File: src/rtl/pipe_ctrl_pkg.sv
// Shared types and constants for the ID/EX stall/flush controller.
package pipe_ctrl_pkg;

    typedef enum logic [1:0] {
        RUN,
        STALL,
        FLUSH
    } state_t;

    localparam int unsigned CTRL_W_DEF = 10;

    localparam logic [CTRL_W_DEF-1:0] CTRL_NOP = '0;

endpackage

File: src/rtl/pipe_stall_ctrl_sat_counter.sv
// Saturating up-counter with synchronous clear; holds when neither clr nor inc.
module sat_counter #(
    parameter int unsigned   W   = 8,
    parameter logic [W-1:0]  MAX = '1
) (
    input  logic         clk,
    input  logic         rst_n,
    input  logic         clr,
    input  logic         inc,
    output logic [W-1:0] cnt
);

    always_ff @(posedge clk or negedge rst_n) begin
        if (!rst_n) begin
            cnt <= '0;
        end else if (clr) begin
            cnt <= '0;
        end else if (inc && (cnt != MAX)) begin
            cnt <= cnt + W'(1);
        end
    end

endmodule

File: src/rtl/pipe_stall_ctrl.sv
// Load-use stall / branch flush controller owning the ID/EX control register.
// Optional perf counters enabled by defining STALL_PERF_EN.
module pipe_stall_ctrl
    import pipe_ctrl_pkg::*;
#(
    parameter int unsigned CTRL_W       = CTRL_W_DEF,
    parameter int unsigned FLUSH_CYCLES = 1,
    parameter int unsigned MAX_STALL    = 4,
    parameter int unsigned CNT_W        = 16
) (
    input  logic              clk,
    input  logic              rst_n,
    input  logic              hz_stall,
    input  logic              br_taken,
    input  logic              mem_busy,
    input  logic [CTRL_W-1:0] ctrl_in,
    output logic              pc_en,
    output logic              if_id_en,
    output logic              if_id_flush,
    output logic              ex_mem_en,
    output logic [CTRL_W-1:0] ctrl_out,
    output logic              id_ex_valid,
    output logic              stall_err,
    output logic [CNT_W-1:0]  stall_cycles,
    output logic [CNT_W-1:0]  flush_events
);

    localparam int unsigned     RL_W   = $clog2(MAX_STALL + 1);
    localparam logic [RL_W-1:0] RL_MAX = RL_W'(MAX_STALL);
    localparam logic [RL_W-1:0] RL_ERR = RL_W'(MAX_STALL - 1);
    localparam logic [1:0]      FLUSH_RELOAD =
        (FLUSH_CYCLES > 1) ? 2'(FLUSH_CYCLES - 2) : 2'd0;

    state_t           state, state_nxt;
    logic [1:0]       flush_cnt, flush_cnt_nxt;
    logic [RL_W-1:0]  run_len;
    logic             br_go, flush_go, stall_go, run_go;

    // Exactly one of the *_go strobes fires per unfrozen cycle; none while frozen or in reset.
    always_comb begin
        br_go         = 1'b0;
        flush_go      = 1'b0;
        stall_go      = 1'b0;
        run_go        = 1'b0;
        pc_en         = 1'b0;
        if_id_en      = 1'b0;
        ex_mem_en     = 1'b0;
        if_id_flush   = 1'b0;
        state_nxt     = state;
        flush_cnt_nxt = flush_cnt;
        if (!rst_n || mem_busy) begin
            // hold everything
        end else if (br_taken) begin
            br_go         = 1'b1;
            pc_en         = 1'b1;
            if_id_en      = 1'b1;
            ex_mem_en     = 1'b1;
            if_id_flush   = 1'b1;
            state_nxt     = (FLUSH_CYCLES > 1) ? FLUSH : RUN;
            flush_cnt_nxt = FLUSH_RELOAD;
        end else if (state == FLUSH) begin
            flush_go    = 1'b1;
            pc_en       = 1'b1;
            if_id_en    = 1'b1;
            ex_mem_en   = 1'b1;
            if_id_flush = 1'b1;
            if (flush_cnt == 2'd0) begin
                state_nxt = RUN;
            end else begin
                flush_cnt_nxt = flush_cnt - 2'd1;
            end
        end else if (hz_stall) begin
            stall_go  = 1'b1;
            ex_mem_en = 1'b1;
            state_nxt = STALL;
        end else begin
            run_go    = 1'b1;
            pc_en     = 1'b1;
            if_id_en  = 1'b1;
            ex_mem_en = 1'b1;
            state_nxt = RUN;
        end
    end

    always_ff @(posedge clk or negedge rst_n) begin
        if (!rst_n) begin
            state       <= RUN;
            flush_cnt   <= '0;
            ctrl_out    <= '0;
            id_ex_valid <= 1'b0;
            stall_err   <= 1'b0;
        end else begin
            state     <= state_nxt;
            flush_cnt <= flush_cnt_nxt;
            if (run_go) begin
                ctrl_out    <= ctrl_in;
                id_ex_valid <= 1'b1;
            end else if (br_go || flush_go || stall_go) begin
                ctrl_out    <= CTRL_W'(CTRL_NOP);
                id_ex_valid <= 1'b0;
            end
            // Fires on the stall edge that brings run_len up to MAX_STALL.
            if (stall_go && (run_len >= RL_ERR)) begin
                stall_err <= 1'b1;
            end
        end
    end

    sat_counter #(
        .W   (RL_W),
        .MAX (RL_MAX)
    ) u_run_len (
        .clk   (clk),
        .rst_n (rst_n),
        .clr   (run_go || br_go || flush_go),
        .inc   (stall_go),
        .cnt   (run_len)
    );

`ifdef STALL_PERF_EN
    sat_counter #(
        .W (CNT_W)
    ) u_stall_cycles (
        .clk   (clk),
        .rst_n (rst_n),
        .clr   (1'b0),
        .inc   (stall_go),
        .cnt   (stall_cycles)
    );

    sat_counter #(
        .W (CNT_W)
    ) u_flush_events (
        .clk   (clk),
        .rst_n (rst_n),
        .clr   (1'b0),
        .inc   (br_go),
        .cnt   (flush_events)
    );
`else
    assign stall_cycles = '0;
    assign flush_events = '0;
`endif

endmodule

File: config.mk
export PLATFORM = sky130hd
export DESIGN_NAME = pipe_stall_ctrl
export DESIGN_NICKNAME = d
export VERILOG_FILES = /design/src/rtl/pipe_ctrl_pkg.sv /design/src/rtl/pipe_stall_ctrl_sat_counter.sv /design/src/rtl/pipe_stall_ctrl.sv
export SDC_FILE = /design/constraint.sdc
export NUM_CORES = 1
export LEC_CHECK = 0
export BUFFER_PORTS_ARGS = -buffer_cell sky130_fd_sc_hd__buf_2
export CAP_MARGIN = 5
export CORE_MARGIN = 2
export CORE_UTILIZATION = 42
export CTS_BUF_LIST = sky130_fd_sc_hd__clkbuf_2
export DETAILED_ROUTE_END_ITERATION = 7
export PLACE_DENSITY_LB_ADDON = 0.05
export SLEW_MARGIN = 0
export SYNTH_ARGS = -nofsm -noshare
export SYNTH_HDL_FRONTEND = slang
export SYNTH_SLANG_ARGS = --single-unit
File: constraint.sdc
create_clock -name clk -period 1.9 [get_ports clk]
set_clock_uncertainty 0.1 [all_clocks]
set_input_delay 0.19 -clock clk [delete_from_list [all_inputs] [get_ports clk]]
set_output_delay 0.19 -clock clk [all_outputs]
set_load 0.01 [all_outputs]
# ---- Word-level counts from Yosys, hierarchy flattened
# Cells that the tools add are included.
dict set report word_totals {
  n_memories 0
  input_bits 15
  mem_bits_ro 0
  out_inout_bits 48
  reg_bits 19
  wordCells 60
  ramBits 0
  latch_bits 0
}
dict set report classes {
  div_mod_pow 0
  n_eq_ne 4
  shift 0
  bitwise 1
  mul 0
  mux 32
  reduce_logical 14
  order_cmp 1
  add_sub_neg 2
}
# op count
set ops {}
lappend ops {{2-to-1 mux 1 bit} 22}
lappend ops {{2-to-1 mux 10 bit} 2}
lappend ops {{2-to-1 mux 2 bit} 6}
lappend ops {{2-to-1 mux 3 bit} 2}
lappend ops {{nonzero test 2 bit} 3}
lappend ops {{logical OR 1 bit} 5}
lappend ops {{adder 3 x 1 -> 3 bit (second input constant)} 1}
lappend ops {{>= comparator 3 x 2 -> 1 bit (second input constant)} 1}
lappend ops {{!= test 3 x 2 -> 1 bit (second input constant)} 1}
lappend ops {{!= test 3 bit (second input constant)} 1}
lappend ops {{AND reduction 3 bit} 1}
lappend ops {{== test 2 bit (second input constant)} 1}
lappend ops {{logical AND 1 bit} 2}
lappend ops {{logical NOT 2 bit} 1}
lappend ops {{!= test 2 bit (second input constant)} 1}
lappend ops {{AND reduction 2 bit} 1}
lappend ops {{subtractor 2 x 1 -> 2 bit (second input constant)} 1}
lappend ops {{logical NOT 1 bit} 1}
lappend ops {{inverter 1 bit} 1}

# ---- Logic depth before layout (Yosys ltp)
# Gate-level depths: netlist (run 1).
dict set report logic_depth {
  ltp_word 8
  ltp_mapped 5
  ltp_nobuf 4
}

# ---- By module
# Synthesis (run 1) repeated with hierarchy kept, for this count alone.
dict set report unflattened {
  hier_cells 89
  hier_area_um2 982.2
}
# mod area_each_um2 instances cells_each
set modules_own_cells {}
lappend modules_own_cells {pipe_stall_ctrl 783.3 1 72}
lappend modules_own_cells {sat_counter 198.9 1 17}

# ---- Least setup slack after synthesis (run 1)
# No wires, ideal clock.
dict set report synth_path {
  kind {reg2reg}
  from {register u_run_len.cnt[0]}
  to {register u_run_len.cnt[0]}
  path_slack_ns 0.583
  path_stages_with_launch 5
  synth_period_minus_slack_ns 1.317
  t_required_ns 1.675
  arrival_time_ns 1.092
  path_cell_list {dfrtp_1 > inv_1 > ha_1 > a31o_1 > mux2_4}
}
dict set report synth_via {
  elab_chain_cells 3
}
# element line
set synth_rtl {}
lappend synth_rtl {{start: declaration} pipe_stall_ctrl_sat_counter.sv:10} ;# output logic [W-1:0] cnt
lappend synth_rtl {{start signal: assignment} pipe_stall_ctrl_sat_counter.sv:19} ;# cnt <= cnt + W'(1);
lappend synth_rtl {{adder 3 x 1 -> 3 bit / != test 3 bit (equally long branches)} {pipe_stall_ctrl_sat_counter.sv:19, pipe_stall_ctrl_sat_counter.sv:18}}
lappend synth_rtl {{2-to-1 mux 3 bit / logical AND 1 bit (equally long branches)} pipe_stall_ctrl_sat_counter.sv:18} ;# end else if (inc && (cnt != MAX)) begin
lappend synth_rtl {{2-to-1 mux 3 bit / nonzero test 2 bit (equally long branches)} -}
# Parallel ways exist; a longest one is shown, timed or not. The select of a mux whose other input is x is not followed.
# A chain may end at the register's enable or synchronous reset.

# ---- Worst setup path in the final report (run 1)
dict set report layout_path {
  from {input rst_n}
  to {output if_id_flush}
}
dict set report layout_via {
  elab_chain_cells 3
}
# element line
set layout_rtl {}
lappend layout_rtl {{start: declaration} pipe_stall_ctrl.sv:12} ;# input logic rst_n,
lappend layout_rtl {{logical NOT 1 bit (no source line)} -}
lappend layout_rtl {{logical OR 1 bit} pipe_stall_ctrl.sv:51} ;# if (!rst_n || mem_busy) begin
lappend layout_rtl {{2-to-1 mux 1 bit} pipe_stall_ctrl.sv:51}
lappend layout_rtl {{end: declaration} pipe_stall_ctrl.sv:19} ;# output logic if_id_flush,
# Every way passes these cells.

==> impl_metrics.toml, run 1 <==
[cts]
htreeDepth = 1
cts.path.max_buffers = 2
clock_sinks = 15
clock_latency_ns = 0.27
cts-root-buf = "clkbuf_2"
clk_pin_slew_ns = 0.14
cts_buffers = 3
postCtsHoldBufs = 1
post_cts_buffers = 0
cts_tree = "yes"
cts_resized = 0

[worst_setup_path]
worstSetupStartpointType = "primary input"
endpoint_kind = "output port"
worstPathRequired_ns = 1.61
r2r_cells = 4
r2r_start = "u_run_len.cnt[0]"
critical_path_peak_fanout = 16
critPathKind = "primary input to output port"
startpoint = "rst_n"
crit_arrival_ns = 1.47

[timing]
fmax_mhz = 569
setup_violations = 0
period_needed_ns = 1.76
hold_viol_final = 0
fin_crit_sh = 0.925
whs_ns = 0.0249
slew_viol_final = 0
finalSetupTns_ns = 0
rsz0062_at_grt = "false"

[global_routing]
grt_remaining_overflow = 0
grt_max_degree = 17
grt_pass1_vias = 488
grt_pass1_wl_um = 2350
grt_usage = 0.124
grt_antenna_before_repair = 0

[detailed_routing]
ant_nets = 0
vias = 628
drc = 0
via_per_inst = 4.21
wire_per_inst_um = 10.9
wirelength_um = 1620
dr.first_iter.drc_count = 9
drt_pass1_iterations = 4

[power_and_ir_drop]
power_leakage_nw = 0.618
switching_power_uw = 209
max-vdd-ir-drop_v = 0.000469
power_frac_seq = 0.532
pwr-share-comb = 0.244
power_density_mw_per_mm2 = 651
p_int_uw = 478
swShare = 0.304
clock_power_share = 0.224

[synth]
synthXorXnorAreaFrac = 0
synth-edff-count = 0
ys.flop_type = "dfrtp_1"
synth-compound-area-share = 0.156
async_flop_share = 1.00
syn_inst = 84
muxShareOfSynthArea = 0.0163
ys_warn_count = 0
avgSynthCellArea_um2 = 10.9
ys_seq_area_frac = 0.408
synth-simple-area-share = 0.0626
ys_top_cells_by_area = "dfrtp_1, buf_4, a22o_1, ha_1, nor3_4"
netlist_area_um2 = 920
yosysUniqueCellTypes = 21
yosysTopAreaCell = "dfrtp_1"
ys_ff_latch = 15
synth_top_area_share = 0.408
synth_top_family_by_area = "buffers and inverters"
synth_fa_ha_area_frac = 0.0408

[die]
die_h_um = 50.8
die-area_mm2 = 0.00258
fp.dieW_um = 50.8
io_pins = 63
initial_utilization = 0.455
rows = 16
core_mm2 = 0.00202

[final_layout]
final_area_mm2 = 0.00106
final_layout_size_suffix_gt1_frac = 0.311
final_util = 0.522
antenna_cells = 0
area_growth_pct = 14.8
final_nets = 141

[hold_path]
min_from = "ctrl_in[0]"
hold_path_class = "primary input to flip-flop"
min_path_cells = 2

[status]
status = "finished clean"

[placement]
dp_hpwl_um = 1160
routabilityCongestion = 0.727
placed_cell_area_um2 = 956
port_buffers = 30

[flow_run]
drv_cap = 0
[worst paths after layout]
path	end	slack [ns]
max	if_id_flush	0.14
min	ctrl_out[0]	0.02
max reg2reg	u_run_len.cnt[0]	0.51
min reg2reg	stall_err	0.39
max in group asynchronous	ctrl_out[2]	1.15
min in group asynchronous	ctrl_out[9]	0.16
[layout make-up]
| type | instances | area [um^2] |
|---|---|---|
| Clock buffer | 4 | 20.0 |
| Fill cell | 195 | 966 |
| Inverter | 4 | 15.0 |
| Multi-Input combinational cell | 60 | 374 |
| Sequential cell | 15 | 375 |
| Tap cell | 27 | 33.8 |
| Timing Repair Buffer | 39 | 238 |
[worst max-delay path: stages]
cell	delay [ns]
dlygate4sd3_1	0.53
buf_2	0.19
nand2b_4	0.20
inv_1	0.08
and2_1	0.15
buf_2	0.13
[synth_stat cells (2+ instances only)]
library cell / number
buf_4: 34
ha_1: 3
dfrtp_1: 15
a22o_1: 11
a21oi_1: 2
inv_1: 4
[power groups by stage]
stage | combinational (mW) | clock, mW | sequential [mW]
2_1_floorplan | 0.135 | 0 | 0.382
3_3_place_gp | 0.155 | 0 | 0.372
6_report | 0.167 | 0.154 | 0.366
4_1_cts | 0.157 | 0.163 | 0.366
3_5_place_dp | 0.155 | 0 | 0.371
5_1_grt | 0.185 | 0.186 | 0.369
[per-stage QoR]
step | instances | setup WS, ns | power [mW]
2_1_floorplan | 115 | 0.583 | 0.518
3_3_place_gp | 137 | 0.535 | 0.527
3_5_place_dp | 137 | 0.530 | 0.526
4_1_cts | 142 | 0.137 | 0.686
5_1_grt | 149 | 0.0641 | 0.741
6_report | 149 | 0.143 | 0.687
[placed cells by master (no fill, tap or decap), drive strengths merged]
master | Yosys | routed
a211oi | 1 | 1
a21o | 1 | 1
a21oi | 2 | 2
a22o | 11 | 11
a31o | 1 | 1
and2 | 1 | 1
buf | 36 | 31
clkbuf | 0 | 4
conb | 1 | 32
dfrtp | 15 | 15
dlygate4sd3 | 0 | 8
ha | 3 | 3
inv | 4 | 4
mux2 | 1 | 1
nand2b | 1 | 1
nand4bb | 1 | 1
nor2 | 1 | 1
nor2b | 1 | 1
nor3 | 1 | 1
o21bai | 1 | 1
o22ai | 1 | 1
[state kept, by name, summed over array words and instances (netlist names)]
register	flops
stall_err	1
ctrl_out	10
id_ex_valid	1
u_run_len.cnt	3
[routing by layer]
metal  vias to the layer above  routed length [um]  global-route usage
li1                        296                   -                   -
met1                       289                 695               0.172
met2                        43                 767               0.182
met3                         0                 158              0.0298
met4                         0                   0              0.0541
met5                         -                   0                   0
[cell families after synthesis]
| group | after synthesis |
|---|---|
| buffers and inverters | 40 |
| AOI/OAI and AO/OA | 18 |
| DFF | 15 |
| and+or+nand+nor | 6 |
| adders and majority gates | 3 |
| muxes | 1 |
| other | 1 |
(Power assumes the default switching activity.)
==> run 2: changes to the inputs <==
Settings changed: CORE_ASPECT_RATIO from default to 1.1.
==> run 2 against run 1 <==
  * Final cell count is 2.7% lower
  * Largest cell class unchanged
  * Sequential share of layout area is 1.7 points higher
  * Routed wire length decreased by 3.5%
  * Critical path type unchanged
  * Cell area decreased by 4.6%
==> impl_metrics.toml, run 2 (synthesis results as in run 1) <==
[worst_setup_path]
critical_path_peak_fanout = 16
worstSetupStartpointType = "primary input"
rrSetupSlack_ns = 0.48
critPathKind = "primary input to output port"
endpoint_kind = "output port"
worstPathRequired_ns = 1.61
crit_arrival_ns = 1.48

[final_layout]
area_growth_pct = 9.52
n_fill_cell = 202
final_cell_mix = "conb_1, buf_2, dfrtp_1"
layout_commonest_cell = "conb_1"
final_area_mm2 = 0.00101
largest_register = "ctrl_out"
final_nets = 136
fin_cells = 145
largest_register_ffs = 10
reg_top3 = "ctrl_out (10), u_run_len.cnt (3)"
final_layout_size_suffix_gt1_frac = 0.325
antenna_cells = 0

[timing]
finalSetupTns_ns = 0
hold_viol_final = 0
fmax_mhz = 565
rsz0062_at_grt = "false"
slew_viol_final = 0
fin_crit_sh = 0.931
setup_violations = 0
period_needed_ns = 1.77
finalWorstSetupSlack_ns = 0.131

[cts]
post_cts_buffers = 0
htreeDepth = 1
cts_resized = 0
clock_sinks = 15
cts_tree = "yes"
cts-root-buf = "clkbuf_2"
clk_pin_slew_ns = 0.15
clock_latency_ns = 0.28
cts.path.max_buffers = 2
cts_buffers = 3
postCtsHoldBufs = 2

[global_routing]
grt_pass1_vias = 533
grt_antenna_before_repair = 0
grt_pass1_wl_um = 2400
grt_remaining_overflow = 0
grt_max_degree = 17
grt_usage = 0.123

[placement]
port_buffers = 30
dp_slack_ns = 0.518
dp_hpwl_um = 1200
dp_cells = 138
routabilityCongestion = 0.724
placed_cell_area_um2 = 957

[die]
die_h_um = 53.1
fp.dieW_um = 48.6
core_mm2 = 0.00204
initial_utilization = 0.450
die-area_mm2 = 0.00258
io_pins = 63
rows = 17

[detailed_routing]
wirelength_um = 1570
wire_per_inst_um = 10.8
drt_pass1_iterations = 3
ant_nets = 0
via_per_inst = 4.26
drc = 0
dr.first_iter.drc_count = 8
vias = 617

[power_and_ir_drop]
power_frac_seq = 0.541
pwr-share-comb = 0.235
power_leakage_nw = 0.597
p_int_uw = 463
clock_power_share = 0.224
switching_power_uw = 213
power_density_mw_per_mm2 = 671
swShare = 0.315
max-vdd-ir-drop_v = 0.000380

[hold_path]
hold_path_class = "primary input to flip-flop"

[status]
status = "finished clean"

[flow_run]
drv_cap = 0
-- run 2: changes by cell type in the layout (fill, tap and decap cells not counted) --
cell           previous run  this run
clkinv_2                  0         1
clkbuf_2                  4         3
dlygate4sd3_1             8         3
-- run 2: final timing paths --
kind,start,to,depth (start not counted)
worst max-delay path,rst_n,if_id_flush,6
worst min-delay path,ctrl_in[7],ctrl_out[7],2
worst max register to register,u_run_len.cnt[0],u_run_len.cnt[0],4
worst min register to register,stall_err,stall_err,1
max in group asynchronous,rst_n,id_ex_valid,3
min in group asynchronous,rst_n,ctrl_out[6],2
-- run 2: worst max-delay path: stages --
cell           delay (ns)
dlygate4sd3_1        0.53
buf_2                0.19
nand2b_4             0.20
inv_1                0.08
and2_1               0.16
buf_2                0.13
-- run 2: cell type report --
class	count	area, um^2	area share
Sequential cell	15	375	0.373
Multi-Input combinational cell	60	374	0.371
Timing Repair Buffer	34	188	0.186
Tap cell	28	35.0	0.0348
Clock buffer	3	15.0	0.0149
Inverter	4	15.0	0.0149
Clock inverter	1	5.00	0.00497
-- run 2: per-stage QoR --
stage / hold WS [ns] / power, mW / util
global placement: -0.0554 / 0.527 / 0.469
CTS: 0.00257 / 0.688 / 0.488
floorplan: -0.206 / 0.518 / -
global route: 0.00179 / 0.720 / 0.493
finish: 0.0166 / 0.676 / 0.493
detailed placement: -0.0486 / 0.527 / 0.469
-- run 2: power groups by stage --
stage / logic (mW) / registers, mW / clock network (mW)
floorplan: 0.135 / 0.382 / 0
global placement: 0.155 / 0.372 / 0
detailed placement: 0.156 / 0.371 / 0
CTS: 0.159 / 0.365 / 0.164
global route: 0.179 / 0.369 / 0.172
finish: 0.159 / 0.365 / 0.151
-- run 2: metal layers --
| layer | track usage | wire length [um] |
|---|---|---|
| met1 | 0.137 | 601 |
| met2 | 0.221 | 794 |
| met3 | 0.0424 | 159 |
| met4 | 0.0429 | 10 |
| met5 | 0 | 0 |
